### config.mk
export PLATFORM = sky130hd
export DESIGN_NAME = sram_like_arbiter
export DESIGN_NICKNAME = d
export VERILOG_FILES = /design/src/rtl/mem_pkg.sv /design/src/rtl/sram_id_fifo.sv /design/src/rtl/sram_like_arbiter.sv
export SDC_FILE = /design/constraint.sdc
export NUM_CORES = 1
export LEC_CHECK = 0
export BUFFER_PORTS_ARGS = -buffer_cell sky130_fd_sc_hd__buf_2
export CORE_AREA = 5 5 103 105
export DETAILED_ROUTE_END_ITERATION = 8
export DIE_AREA = 0 0 108 110
export SYNTH_ARGS = -nofsm -noshare
export SYNTH_HDL_FRONTEND = slang
export SYNTH_SLANG_ARGS = --single-unit
### constraint.sdc
create_clock -name clk -period 3.3 [get_ports clk]
set_clock_uncertainty 0.1 [all_clocks]
set_input_delay 0.165 -clock clk [delete_from_list [all_inputs] [get_ports clk]]
set_output_delay 0.165 -clock clk [all_outputs]
set_load 0.02 [all_outputs]
### src/rtl/mem_pkg.sv
// Shared types for the SRAM-like memory path.
// Source IDs and access-size encodings.
package mem_pkg;

  typedef enum logic {
    SRC_INST = 1'b0,
    SRC_DATA = 1'b1
  } mem_src_e;

  localparam logic [1:0] SIZE_BYTE = 2'b00;
  localparam logic [1:0] SIZE_HALF = 2'b01;
  localparam logic [1:0] SIZE_WORD = 2'b10;

  function automatic mem_src_e other_src(
    input mem_src_e s
  );
    return (s == SRC_INST) ? SRC_DATA : SRC_INST;
  endfunction

endpackage

### src/rtl/sram_id_fifo.sv
// In-order FIFO of source IDs for accepted requests.
// Depth must be a power of two, at least 2.
module sram_id_fifo
  import mem_pkg::*;
#(
  parameter int  DEPTH = 4,
  parameter type T     = mem_src_e
) (
  input  logic clk,
  input  logic rst,
  input  logic push,
  input  T     push_data,
  input  logic pop,
  output T     head,
  output logic full,
  output logic empty
);

  localparam int AW = (DEPTH > 1) ? $clog2(DEPTH) : 1;
  localparam int CW = AW + 1;

  T               r_mem [DEPTH];
  logic [AW-1:0]  r_wptr;
  logic [AW-1:0]  r_rptr;
  logic [CW-1:0]  r_count;
  logic           w_push;
  logic           w_pop;

  assign full  = (r_count == CW'(DEPTH));
  assign empty = (r_count == '0);
  assign head  = r_mem[r_rptr];

  // A pop in the same cycle frees the slot for a push.
  assign w_pop  = pop & ~empty;
  assign w_push = push & (~full | w_pop);

  always_ff @(posedge clk) begin
    if (rst) begin
      r_wptr  <= '0;
      r_rptr  <= '0;
      r_count <= '0;
    end else begin
      if (w_push) r_wptr <= r_wptr + 1'b1;
      if (w_pop)  r_rptr <= r_rptr + 1'b1;
      unique case ({w_push, w_pop})
        2'b10:   r_count <= r_count + 1'b1;
        2'b01:   r_count <= r_count - 1'b1;
        default: r_count <= r_count;
      endcase
    end
  end

  always_ff @(posedge clk) begin
    if (w_push) r_mem[r_wptr] <= push_data;
  end

endmodule

### src/rtl/sram_like_arbiter.sv
// Merges inst and data SRAM-like masters onto one slave.
// Round-robin grant, lock on stall, in-order response routing.
module sram_like_arbiter
  import mem_pkg::*;
#(
  parameter int MAX_OUTSTANDING = 4,
  parameter int ADDR_W          = 32
) (
  input  logic              clk,
  input  logic              rst,
  input  logic              inst_req,
  input  logic [ADDR_W-1:0] inst_addr,
  output logic [31:0]       inst_rdata,
  output logic              inst_addr_ok,
  output logic              inst_data_ok,
  input  logic              data_req,
  input  logic              data_wr,
  input  logic [1:0]        data_size,
  input  logic [ADDR_W-1:0] data_addr,
  input  logic [31:0]       data_wdata,
  output logic [31:0]       data_rdata,
  output logic              data_addr_ok,
  output logic              data_data_ok,
  output logic              m_req,
  output logic              m_wr,
  output logic [1:0]        m_size,
  output logic [ADDR_W-1:0] m_addr,
  output logic [31:0]       m_wdata,
  input  logic [31:0]       m_rdata,
  input  logic              m_addr_ok,
  input  logic              m_data_ok,
  output logic              err
);

  logic     r_lock;
  mem_src_e r_lock_src;
  mem_src_e r_last;
  logic     r_err;

  mem_src_e w_src;
  mem_src_e w_head;
  logic     w_gnt_req;
  logic     w_full;
  logic     w_empty;
  logic     w_pop;
  logic     w_push;
  logic     w_drop;

  always_comb begin
    w_src     = SRC_INST;
    w_gnt_req = 1'b0;
    if (r_lock) begin
      w_src     = r_lock_src;
      w_gnt_req = (r_lock_src == SRC_INST) ?
                  inst_req : data_req;
    end else if (inst_req && data_req) begin
      w_src     = other_src(r_last);
      w_gnt_req = 1'b1;
    end else if (data_req) begin
      w_src     = SRC_DATA;
      w_gnt_req = 1'b1;
    end else begin
      w_src     = SRC_INST;
      w_gnt_req = inst_req;
    end
  end

  assign w_drop = r_lock & ~w_gnt_req;
  assign w_pop  = ~rst & m_data_ok & ~w_empty;
  assign m_req  = ~rst & w_gnt_req
                & (~w_full | w_pop);
  assign w_push = m_req & m_addr_ok;

  always_comb begin
    m_wr    = 1'b0;
    m_size  = 2'b00;
    m_addr  = '0;
    m_wdata = '0;
    if (m_req) begin
      if (w_src == SRC_DATA) begin
        m_wr    = data_wr;
        m_size  = data_size;
        m_addr  = data_addr;
        m_wdata = data_wdata;
      end else begin
        m_size  = SIZE_WORD;
        m_addr  = inst_addr;
      end
    end
  end

  assign inst_addr_ok = w_push
                      & (w_src == SRC_INST);
  assign data_addr_ok = w_push
                      & (w_src == SRC_DATA);

  assign inst_data_ok = w_pop
                      & (w_head == SRC_INST);
  assign data_data_ok = w_pop
                      & (w_head == SRC_DATA);
  assign inst_rdata   = inst_data_ok ?
                        m_rdata : '0;
  assign data_rdata   = data_data_ok ?
                        m_rdata : '0;

  assign err = r_err & ~rst;

  always_ff @(posedge clk) begin
    if (rst) begin
      r_lock     <= 1'b0;
      r_lock_src <= SRC_INST;
      r_last     <= SRC_DATA;
      r_err      <= 1'b0;
    end else begin
      if (w_push) begin
        r_last <= w_src;
        r_lock <= 1'b0;
      end else if (w_drop) begin
        r_lock <= 1'b0;
      end else if (m_req) begin
        r_lock     <= 1'b1;
        r_lock_src <= w_src;
      end
      // Protocol faults: dropped locked req, response with nothing pending.
      if (w_drop || (m_data_ok && w_empty))
        r_err <= 1'b1;
    end
  end

  sram_id_fifo #(
    .DEPTH (MAX_OUTSTANDING),
    .T     (mem_src_e)
  ) u_fifo (
    .clk       (clk),
    .rst       (rst),
    .push      (w_push),
    .push_data (w_src),
    .pop       (w_pop),
    .head      (w_head),
    .full      (w_full),
    .empty     (w_empty)
  );

endmodule

==> flow_summary_export.csv <==
group,metric,value,unit
global_route,gr-total-overflow,0,
cts,ctsHoldBuffers,0,
finish,fin_util,0.376,
cts,h-tree-depth,1,
routing,wl,9490,µm
hold_path,hold_depth,2,
routing,vias,2930,
setup_path,path_class,"reg2reg",
hold_path,hold_path.class,"in2reg",
floorplanning,coreArea,9550,µm²
floorplanning,die_area,11900,µm²
hold_path,holdCritStartpoint,"m_addr_ok",
yosys,synthXorXnorAreaFrac,0.0125,
cts,clk_latency,0.25,ns
routing,routedWlPerCell,13.8,µm
cts,clockBufferDepth,2,
cts,cts.sinks,17,
global_route,grt_pass1_wl,13600,µm
cts,numCtsBuffers,3,
yosys,synth_edf_count,4,
yosys,synth_simple_gate_area_frac,0.455,
cts,post-cts-setup-buffers,0,
yosys,syn_inst,303,
routing,drc_errors,0,
global_route,grt_pass1_vias,2822,
routing,first_pass_iters,4,
global_route,antenna_found_initial,0,
pwr,irDropWorstVdd,0.109,mV
yosys,yosysTopAreaCell,"mux2i_1",
timing,fmax,0.391,GHz
setup_path,worstPathArrival,2.64,ns
hold_path,min_to,"r_lock_src",
yosys,synth_mux_area_frac,0.191,
floorplanning,die_width,108,µm
yosys,ys_ff_latch,17,
placed_design,gp_congestion,0.803,
setup_path,crit_required,3.38,ns
yosys,syn-cell-area,2100,µm²
cts,cts_tree,"yes",
timing,worstMarginPinSlew,0.939,ns
floorplanning,dieHeight,110,µm
timing,fin_tns_setup,0,ns
floorplanning,start_util,0.220,
pwr,powerDensity,231,nW/µm²
yosys,synth.most_common_cell,"nor2_1",
yosys,ys.flop_type,"dfxtp_1",
timing,finalMaxSlewViolations,0,
global_route,grt_usage,0.140,
setup_path,ff2ff_path_depth,10,
floorplanning,io_pins,274,
placed_design,io_buffers,273,
pwr,p_total,0.829,mW
cts,cts.repair.resized,0,
setup_path,worstSetupEndpointType,"flop",
yosys,yosys.area_share.adder,0.0392,
yosys,synth_top_area_frac,0.181,
yosys,synthArstFlopShare,0,
global_route,grt_max_degree,69,
finish,post_route_cells_drive_above_1_share,0.515,
yosys,ys_types,33,
setup_path,r2r_end,"u_fifo.r_count[2]",
routing,ant_nets,0,
yosys,synth_commonest_cells,"nor2_1, mux2i_1, nand2_1",
setup_path,rr_startpoint,"u_fifo.r_count[0]",
placed_design,dpl.hpwl,8280,µm
yosys,yosys_warnings,0,
cts,root_buffer,"clkbuf_8",
timing,max_slew_margin,0.374,
yosys,ys_seq_area_frac,0.181,
timing,hold_viol,0,
yosys,synth_top_family_by_area,"simple AND/OR/NAND/NOR gates",
finish,nNetsFinal,701,
routing,routed_via_density,4.25,
run,cap_violations,0,
routing,drt_iter0_drc,221,
timing,finalCriticalPeriod,2.56,ns
pwr,p_leak,2.39,nW
yosys,syn_nets,446,
timing,period_share,0.775,
cts,clkTransAtPathRegs,0.06,ns
timing,finalSetupViolCount,0,
yosys,synthTopCellsByArea,"mux2i_1, nor2_1, dfxtp_1",
finish,n_antenna_cell,0,
setup_path,crit_path_start_kind,"flop",
yosys,avgSynthCellArea,6.95,µm²
status,run_status,"finished, final reports clean",
timing,rsz0062_at_grt,"no",
setup_path,cp_max_fo,6,
floorplanning,rows,36,
finish,syn2layout_area_growth,70.5,%
setup_path,rrSetupSlack,0.74,ns
yosys,synth_compound_area_frac,0.0357,
==> report_power, final <==
group,switching [mW],internal [mW],leakage [nW]
logic,0.262,0.179,2.22
registers,0.0114,0.227,0.143
clock network,0.0668,0.0835,0.0255
==> metal layers <==
layer / routed length, µm / share of wire / global-route usage
met1: 3510 / 0.37 / 0.158
met4: 91 / 0.0096 / 0.0343
met2: 4830 / 0.51 / 0.270
met3: 1060 / 0.11 / 0.0291
met5: 0 / 0 / 0
==> cells in the final DEF (no fill, tap or decap), types with 2 or more instances in the layout <==
cell / n
buf_2: 273
nor2_1: 75
nand2_1: 38
mux2i_1: 37
and3_1: 36
and2_1: 35
dfxtp_1: 13
inv_1: 7
ha_1: 5
a21oi_1: 4
edfxtp_1: 4
clkbuf_8: 3
a21boi_0: 2
nor2b_1: 2
xor2_1: 2
o211ai_1: 2
buf_4: 2
==> how the worst max path moves through the flow <==
stage / startpoint / end / slack (ns) / depth (start not counted)
3_3_place_gp: u_fifo.r_count[0] / u_fifo.r_count[2] / 0.80 / 10
5_1_grt: u_fifo.r_count[0] / u_fifo.r_count[2] / 0.54 / 10
2_1_floorplan: u_fifo.r_count[0] / u_fifo.r_count[2] / 0.75 / 11
6_report: u_fifo.r_count[0] / u_fifo.r_count[2] / 0.74 / 10
4_1_cts: u_fifo.r_count[0] / u_fifo.r_count[2] / 0.72 / 10
3_5_place_dp: u_fifo.r_count[0] / u_fifo.r_count[2] / 0.74 / 10
==> critical path: stages (launching register included) <==
cell	delay (ns)
dfxtp_1	0.35
nor4b_2	0.38
a2111o_1	0.20
inv_2	0.07
nand2_4	0.11
ha_1	0.18
inv_1	0.07
fa_1	0.43
xor2_1	0.16
or3_1	0.30
a21oi_1	0.13
==> logic make-up (layout without fill, tap and decap cells) <==
| group | count (synthesis) | count (layout) |
|---|---|---|
| AO/OA/AOI/OAI | 11 | 11 |
| XOR/XNOR | 3 | 3 |
| adder cells (fa/ha/maj) | 6 | 6 |
| buffers and inverters | 34 | 288 |
| flip-flops | 17 | 17 |
| multiplexers | 39 | 39 |
| AND/OR/NAND/NOR | 193 | 193 |
==> metrics by stage <==
stage	instance area (µm²)	hold slack, ns	setup WS, ns	instances
final	3590	0.141	0.743	690
after global routing	3590	0.158	0.542	690
after CTS	3590	0.139	0.719	690
after detailed placement	3540	0.347	0.739	686
after global placement	3540	0.342	0.805	686
after floorplan	2100	0.167	0.752	303
==> area by class of cell <==
class	count	area, µm²
multi-input combinational	252	1560
clock inverter	1	5.00
inverter	8	30.0
tap	133	166
timing repair buffer	276	1400
clock buffer	3	41.3
fill	1043	5960
sequential	17	380
(Power assumes the default switching activity.)
